[config.mk]
export PLATFORM = sky130hd
export DESIGN_NAME = operand_skew_feeder
export DESIGN_NICKNAME = d
export VERILOG_FILES = /design/src/rtl/operand_skew_feeder.sv
export SDC_FILE = /design/constraint.sdc
export NUM_CORES = 1
export LEC_CHECK = 0
export CELL_PAD_IN_SITES_DETAIL_PLACEMENT = 1
export CELL_PAD_IN_SITES_GLOBAL_PLACEMENT = 1
export CORE_MARGIN = 5
export CORE_UTILIZATION = 56
export CTS_CLUSTER_SIZE = 24
export DETAILED_ROUTE_END_ITERATION = 12
export DONT_BUFFER_PORTS = 1
export HOLD_SLACK_MARGIN = 0.12
export PLACE_DENSITY = 0.82
export SLEW_MARGIN = 10
export SYNTH_ARGS = -nofsm -noshare
export SYNTH_HDL_FRONTEND = slang
export SYNTH_SLANG_ARGS = --single-unit
[constraint.sdc]
create_clock -name clk -period 3.65 [get_ports clk]
set_clock_uncertainty 0.2 [all_clocks]
set_input_delay 0.73 -clock clk [delete_from_list [all_inputs] [get_ports clk]]
set_output_delay 0.73 -clock clk [all_outputs]
set_load 0.01 [all_outputs]
[src/rtl/operand_skew_feeder.sv]
// rtl/operand_skew_feeder.sv - buffers one operand tile and feeds it diagonally skewed into the PE array edge
module operand_skew_feeder #(
  parameter int SYS_ARRAY_SIZE = 2,
  parameter int DATA_WIDTH     = 8,
  parameter int K_LEN          = 4
) (
  input  logic                                     clk,
  input  logic                                     rst,
  input  logic                                     start_i,
  input  logic                                     vec_valid_i,
  output logic                                     vec_ready_o,
  input  logic [SYS_ARRAY_SIZE*DATA_WIDTH-1:0]     vec_data_i,
  input  logic                                     advance_i,
  output logic [SYS_ARRAY_SIZE-1:0][DATA_WIDTH:0]  out_o,
  output logic                                     busy_o,
  output logic                                     done_o
);

  localparam int N    = SYS_ARRAY_SIZE;
  localparam int WP_W = $clog2(K_LEN + 1);
  localparam int T_W  = $clog2(K_LEN + N);

  localparam logic [WP_W-1:0] LAST_WR = WP_W'(K_LEN - 1);
  localparam logic [T_W-1:0]  LAST_T  = T_W'(K_LEN + N - 2);

  // Each lane is {last, data}; out_o carries the same packed layout.
  typedef struct packed {
    logic                  last;
    logic [DATA_WIDTH-1:0] data;
  } matrix_data_t;

  typedef enum logic [1:0] {
    IDLE,
    LOAD,
    FEED
  } state_t;

  state_t                state;
  logic [WP_W-1:0]       wr_ptr;
  logic [T_W-1:0]        t;
  matrix_data_t [N-1:0]  out_q;
  matrix_data_t [N-1:0]  lane_next;
  logic [DATA_WIDTH-1:0] vec_buf [K_LEN][N];

  assign vec_ready_o = (state == LOAD);
  assign busy_o      = (state != IDLE);
  assign out_o       = out_q;

  // Lane i at step t shows element t-i of the tile, or a bubble when t-i is outside the tile.
  always_comb begin
    lane_next = '0;
    for (int i = 0; i < N; i++) begin
      for (int k = 0; k < K_LEN; k++) begin
        if (t == T_W'(k + i)) begin
          lane_next[i].data = vec_buf[k][i];
          lane_next[i].last = (k == K_LEN - 1);
        end
      end
    end
  end

  // Tile storage; deliberately not reset, every slot is written before FEED reads it.
  always_ff @(posedge clk) begin
    if (state == LOAD && vec_valid_i) begin
      for (int k = 0; k < K_LEN; k++) begin
        if (wr_ptr == WP_W'(k)) begin
          for (int i = 0; i < N; i++) begin
            vec_buf[k][i] <= vec_data_i[i*DATA_WIDTH +: DATA_WIDTH];
          end
        end
      end
    end
  end

  // Control FSM: IDLE waits for start, LOAD fills the buffer, FEED steps the skew on advance.
  always_ff @(posedge clk or posedge rst) begin
    if (rst) begin
      state  <= IDLE;
      wr_ptr <= '0;
      t      <= '0;
      out_q  <= '0;
      done_o <= 1'b0;
    end else begin
      done_o <= 1'b0;
      case (state)
        IDLE: begin
          out_q <= '0;
          if (start_i) begin
            state  <= LOAD;
            wr_ptr <= '0;
            t      <= '0;
          end
        end
        LOAD: begin
          out_q <= '0;
          if (vec_valid_i) begin
            wr_ptr <= wr_ptr + WP_W'(1);
            if (wr_ptr == LAST_WR) begin
              state <= FEED;
            end
          end
        end
        FEED: begin
          if (advance_i) begin
            out_q <= lane_next;
            t     <= t + T_W'(1);
            if (t == LAST_T) begin
              state  <= IDLE;
              done_o <= 1'b1;
            end
          end
        end
        default: begin
          state <= IDLE;
          out_q <= '0;
        end
      endcase
    end
  end

endmodule

==> results by group, run 1 <==
Min path
  – Hold WC Path Type: in2async

Worst setup path
  – CP startpoint: t[1]
  – RR Startpoint: t[1]
  – CP Class: reg2reg
  – Cell mode on critical path: ha_1
  – Crit-path slowest cell: ha_1
  – Type of origin of the critical path: flop
  – Worst Setup End Kind: flop
  – Family with the most delay on the worst path: adder cells
  – WP data arrival: roughly 2700 ps
  – Critical Path, Cell by Cell: ha_1 > ha_1 > nor3b_2 > a221oi_1 > o21ai_1
  – Worst EP required: between 3000 and 4000 ps
  – Critical path peak fanout: 28
  – WP buf/inv: 0
  – CP peak stage delay: between 900 and 1000 ps

Synthesis
  – Synth Warn #: 0
  – Cells after synthesis: around 270
  – Library cells used by synthesis: 35
  – Syn Nets: between 300 and 400
  – Yosys reg bits: slightly above 90
  – Sequential area share after synthesis: 0.6756
  – Synth Area per Inst: between 10 and 15 sq um
  – Mapped Area: between 0.003 and 0.004 sq mm

Global routing
  – Largest net degree at the start of global routing: 29
  – Vias in the first global route: about 2500
  – Gr usage total: 0.2082
  – Antenna violations before repair: 0
  – Global route total overflow: 0
  – First-pass GRT wire length: between 10 and 15 mm

Routing
  – DR WL/cell: ~23 um
  – Antenna Nets Post-Route: 0
  – DRC: 0
  – Routed WL: around 8 mm
  – 1st-iter DRT viols: 120
  – Via Count: ~2300
  – Pre-antenna DRT Iters: 4
  – Vias/cell: about 6.4

STA
  – Final setup viols: 0
  – Final hold violation count: 0
  – Crit path time final: about 2600 ps
  – Worst Max-Slew Pin Slew: 1181 ps
  – Fmax: ~390 MHz
  – Slew Viols, Final: 0
  – Crit share post-route: 0.7114
  – RSZ-0062 raised after global routing: no
  – Setup TNS: 0 ps
  – Max-Slew Margin vs Limit: 0.2126

Floorplan
  – Num rows: 30
  – Die Wd: 92.86 um
  – # IOs: between 40 and 50
  – Initial Util: 0.5691
  – Core box area: 0.006756 sq mm
  – DIE AREA: ~0.0086 sq mm
  – Die Y: a little over 90 um

Outcome
  – Status: complete, no violations

Power
  – Switch Pwr: 725.3 uW
  – Pwr per Cell Area: between 600 and 700 mW/mm^2
  – Total chip power: between 2000 and 2500 uW
  – Combinational share of power: 0.185
  – Sw Share: 0.2911
  – Clk pwr share: 0.274
  – Leak Pwr: around 0.0015 uW
  – Sequential power share: 0.541
  – Max VDD drop: a little over 300 uV
  – Pint: roughly 1800 uW

Job
  – Max-cap violations: 0

Clock network
  – Clk slew on worst S/H paths: ~90 ps
  – Root Driver: clkbuf_8
  – H-Tree Depth: 3
  – Num CTS Buffers: 9
  – Clk buf depth: 2
  – CTS resizes: 0
  – Worst skew pair latency: 360 ps
  – Setup Buffers After CTS: 0
  – CTS Hold Bufs: 0
  – CTS tree: yes
  – CTS sink count: just over 90

Final layout
  – Fillers: 645
  – Share of cells above drive strength 1: 0.07664
  – Antenna Cells: 0
  – Commonest non-fill, non-tap cell in the layout: edfxtp_1
  – Final net count: 300
  – Most frequent cells in the layout: edfxtp_1, dfrtp_1, nand2_1
  – Area delta synth->final: 5.825%

Placed design
  – I/O Buffers: 0
  – Final HPWL from detailed placement: ~5 mm
  – GP Congestion: about 0.76
==> worst reg2reg max path, cell delays in order, from the launching register on <==
cell and delay [ps]:
dfrtp_1 440, ha_1 180, ha_1 930, nor3b_2 280, a221oi_1 350, o21ai_1 110
==> worst paths after layout <==
path / end / slack [ps] / cells after the start
worst max register to register: out_o[14] / 1050 / 5
worst min-delay path: out_o[15] / 130 / 2
max in group asynchronous: out_o[1] / 2820 / 2
worst max-delay path: out_o[14] / 1050 / 5
min in group clk: vec_buf[3][8] / 250 / 0
worst min register to register: out_o[15] / 330 / 2
==> metrics by stage <==
step,cell area (sq um),instances,hold WS (ps),setup WS (ps),util
after floorplan,3845,271,289.7,1554,-
after global placement,3875,338,299.6,1067,0.5735
after detailed placement,3875,338,323.1,1044,0.5735
after CTS,4069,354,135.5,1034,0.6022
after global routing,4069,354,164.9,810.2,0.6022
final,4069,354,128.5,1054,0.6022
==> logic make-up after synthesis <==
kind of cell	after synthesis	share of synthesized area
multiplexers	3	0.007810
flip-flops	91	0.6756
buffers and inverters	24	0.03091
AO/OA/AOI/OAI	71	0.1282
AND/OR/NAND/NOR	72	0.1250
adder cells (fa/ha/maj)	10	0.03254
==> flip-flops by register name (all words and copies together) (netlist names) <==
register  flops
vec_buf      64
out_o        18
t             3
wr_ptr        3
state         2
done_o        1
==> Yosys cell counts <==
cell	number	share of area
inv_2	1	0.00098
ha_1	10	0.033
nand3_1	2	0.0026
o211ai_1	16	0.031
a22o_1	15	0.034
and3b_1	17	0.039
a211oi_1	1	0.0020
buf_4	3	0.0059
edfxtp_1	64	0.50
o21bai_1	3	0.0059
nand2b_1	11	0.018
nor3b_4	1	0.0049
o21ai_0	14	0.018
a221oi_1	7	0.016
clkbuf_1	3	0.0029
nor2_1	2	0.0020
nor4b_4	1	0.0062
nor2b_1	2	0.0033
and4bb_2	1	0.0033
or2_1	1	0.0016
and3_1	1	0.0016
dfrtp_1	27	0.18
nor3_1	1	0.0013
nor3b_1	1	0.0020
buf_6	1	0.0029
inv_1	8	0.0078
nor3b_2	1	0.0033
buf_2	8	0.010
a31oi_1	1	0.0016
nand2_1	19	0.019
o22ai_1	3	0.0049
o21ai_1	10	0.013
mux2i_1	3	0.0078
and2_1	11	0.018
a21oi_1	1	0.0013
==> power by group through the flow <==
stage	Sequential [uW]	Clock (uW)	Combinational (uW)
2_1_floorplan	1330	0	368
3_3_place_gp	1360	0	443
3_5_place_dp	1370	0	465
4_1_cts	1350	690	470
5_1_grt	1360	748	511
6_report	1350	684	461
==> cell type report <==
type / count / area [sq um] / area share
Clock buffer: 11 / 131.4 / 0.03229
Clock inverter: 5 / 62.56 / 0.01538
Inverter: 9 / 33.78 / 0.008303
Multi-Input combinational cell: 156 / 1129 / 0.2774
Sequential cell: 91 / 2597 / 0.6384
Tap cell: 80 / 100.1 / 0.02460
Timing Repair Buffer: 2 / 15.01 / 0.003690
==> metal layers <==
metal	wire length (um)	vias to the layer above	GRT usage
met5	0	-	0
met4	139	0	0.06593
met3	461	13	0.05199
met2	4247	66	0.3647
met1	3337	1155	0.2519
li1	-	1020	-
Note: power is estimated with default switching activity, not from simulation.
==> run 2: changes to the inputs <==
CORE_UTILIZATION = 52   (was 56)
PLACE_DENSITY = 0.76   (was 0.82)
clock period = 2.44 ns   (was 3.65 ns; I/O delays follow)
==> results by group, run 2 (synthesized netlist as in run 1, its figures left out) <==
Outcome
  – Status: complete, no violations (unchanged)

Floorplan
  – # IOs: 42 (unchanged)
  – Die Wd: 95.99 um (was 92.86 um)
  – Num rows: 31 (was 30)
  – Die Y: 95.99 um (was 92.86 um)
  – Initial Util: 0.5330 (was 0.5691)
  – Core box area: 0.007214 sq mm (was 0.006756 sq mm)
  – DIE AREA: 0.009214 sq mm (was 0.008623 sq mm)

Clock network
  – CTS sink count: 91 (unchanged)
  – CTS resizes: 0 (unchanged)
  – Clk slew on worst S/H paths: 90 ps (about the same)
  – Num CTS Buffers: 9 (unchanged)
  – Setup Buffers After CTS: 0 (unchanged)
  – Root Driver: clkbuf_8 (unchanged)
  – Clk buf depth: 2 (unchanged)
  – Worst skew pair latency: 350 ps (was 360 ps)
  – H-Tree Depth: 3 (unchanged)
  – CTS tree: yes (unchanged)

Final layout
  – Register with the most flip-flops: vec_buf (unchanged)
  – Most frequent cells in the layout: edfxtp_1, dfrtp_1, nand2_1, dlygate4sd3_1, and3b_1 (was edfxtp_1, dfrtp_1, nand2_1)
  – Commonest non-fill, non-tap cell in the layout: edfxtp_1 (unchanged)
  – Share of cells above drive strength 1: 0.1173 (was 0.07664)
  – Final net count: 333 (was 300)
  – Post-route cell area: 0.004420 sq mm (was 0.004069 sq mm)
  – Area delta synth->final: 14.97% (was 5.825%)
  – Antenna Cells: 0 (unchanged)
  – Max FFs per register: 64 (unchanged)
  – Finished Core Util: 0.6127 (was 0.6022)

Routing
  – Vias/cell: 5.751 (was 6.367)
  – 1st-iter DRT viols: 121 (was 120)
  – Antenna Nets Post-Route: 0 (unchanged)
  – Routed WL: 8.451 mm (was 8.186 mm)
  – Via Count: 2335 (was 2254)
  – DR WL/cell: 20.82 um (was 23.12 um)
  – DRC: 0 (unchanged)
  – Pre-antenna DRT Iters: 4 (unchanged)

STA
  – Final setup viols: 0 (unchanged)
  – Crit share post-route: 0.8881 (was 0.7114)
  – Fmax: 461.5 MHz (was 385.1 MHz)
  – Final hold violation count: 0 (unchanged)
  – RSZ-0062 raised after global routing: no (unchanged)
  – Setup TNS: 0 ps (unchanged)
  – Slew Viols, Final: 0 (unchanged)
  – Worst Max-Slew Pin Slew: 586.9 ps (was 1181 ps)
  – Crit path time final: 2167 ps (was 2596 ps)
  – Max-Slew Margin vs Limit: 0.6070 (was 0.2126)

Worst setup path
  – CP peak stage delay: 490 ps (was 930 ps)
  – Critical Path, Cell by Cell: inv_1 > ha_1 > buf_4 > nor4b_4 > a221oi_1 > o21ai_1 (was ha_1 > ha_1 > nor3b_2 > a221oi_1 > o21ai_1)
  – Worst Setup End Kind: flop (unchanged)
  – Worst EP required: 2510 ps (was 3700 ps)
  – Crit-path slowest cell: nor4b_4 (was ha_1)
  – CP Class: reg2reg (unchanged)
  – WP data arrival: 2240 ps (was 2650 ps)
  – Critical path peak fanout: 8 (was 28)
  – Type of origin of the critical path: flop (unchanged)

Power
  – Pwr per Cell Area: 891.9 mW/mm^2 (was 612.4 mW/mm^2)
  – Sw Share: 0.2786 (was 0.2911)
  – Sequential power share: 0.501 (was 0.541)
  – Clk pwr share: 0.289 (was 0.274)
  – Pint: 2844 uW (was 1766 uW)
  – Switch Pwr: 1099 uW (was 725.3 uW)
  – Combinational share of power: 0.210 (was 0.185)
  – Leak Pwr: 0.001652 uW (was 0.001479 uW)
  – Max VDD drop: 538.8 uV (was 302.7 uV)

Global routing
  – Antenna violations before repair: 0 (unchanged)
  – Gr usage total: 0.2057 (was 0.2082)
  – First-pass GRT wire length: 13.79 mm (was 13.34 mm)
  – Largest net degree at the start of global routing: 28 (was 29)
  – Vias in the first global route: 2576 (was 2499)
  – Global route total overflow: 0 (unchanged)

Placed design
  – I/O Buffers: 0 (unchanged)
  – GP Congestion: 0.7442 (was 0.7649)
  – Placement Cell Area: 0.004004 sq mm (was 0.003875 sq mm)
  – Final HPWL from detailed placement: 5.441 mm (was 4.977 mm)

Min path
  – Hold WC Path Type: in2reg (was in2async)

Job
  – Max-cap violations: 0 (unchanged)
==> run 2: cell types whose count changed in the layout (fill, tap and decap cells not counted) <==
cell           before  now
dlygate4sd3_1       0   19
bufinv_16           1    2
clkbuf_8            9   10
clkinvlp_4          2    1
buf_4               2   16
clkbuf_1            2    1
==> run 2: final timing paths <==
kind / startpoint / end / slack [ps] / cells past startpoint
min in group asynchronous: rst / out_o[15] / 470 / 3
worst max register to register: t[0] / out_o[10] / 270 / 6
worst max-delay path: t[0] / out_o[10] / 270 / 6
worst min register to register: vec_buf[0][7] / out_o[16] / 350 / 2
worst min-delay path: advance_i / done_o / 160 / 2
max in group asynchronous: rst / out_o[6] / 1280 / 3
==> run 2: layout make-up <==
type | count | area (sq um)
tap | 99 | 123.9
clock buffer | 11 | 141.4
multi-input combinational | 156 | 1129
sequential | 91 | 2597
inverter | 9 | 33.78
clock inverter | 5 | 85.08
fill | 688 | 2794
timing repair buffer | 35 | 310.3
==> run 2: critical path: cells and delay by family, from the launching register on <==
family,cells,cell delay (ps)
compound gates,2,380
fa+ha+maj,1,290
simple gates,1,490
flops,1,420
buf+inv,2,290
==> run 2: power groups by stage <==
stage,Combinational (uW),Sequential [uW],Clock [uW]
6_report,828,1980,1140
5_1_grt,924,2000,1230
4_1_cts,842,1980,1160
3_5_place_dp,800,2010,0
3_3_place_gp,767,2000,0
2_1_floorplan,551,1990,0
==> run 2: per-layer routing <==
layer	up-vias	part of all wire	GRT usage
li1	1084	-	-
met1	1173	0.42	0.2732
met2	71	0.50	0.3353
met3	7	0.071	0.05082
met4	0	0.0090	0.05924
met5	-	0	0
==> run 2: repair_timing <==
action / in CTS / in global routing
hold endpoints to repair: 93 / 0
endpoints found under the setup margin: 0 / 0
hold buffers: 19 / 0
==> run 2: stage by stage <==
| stage | hold slack [ps] | power, uW | setup WS [ps] | instances |
|---|---|---|---|---|
| 6_report | 156.2 | 3943 | 273.1 | 406 |
| 2_1_floorplan | 289.7 | 2544 | 438.6 | 271 |
| 5_1_grt | 163.6 | 4153 | 84.18 | 406 |
| 4_1_cts | 137.0 | 3978 | 255.1 | 406 |
| 3_5_place_dp | 292.6 | 2813 | 281.1 | 371 |
| 3_3_place_gp | 286.7 | 2769 | 428.2 | 371 |
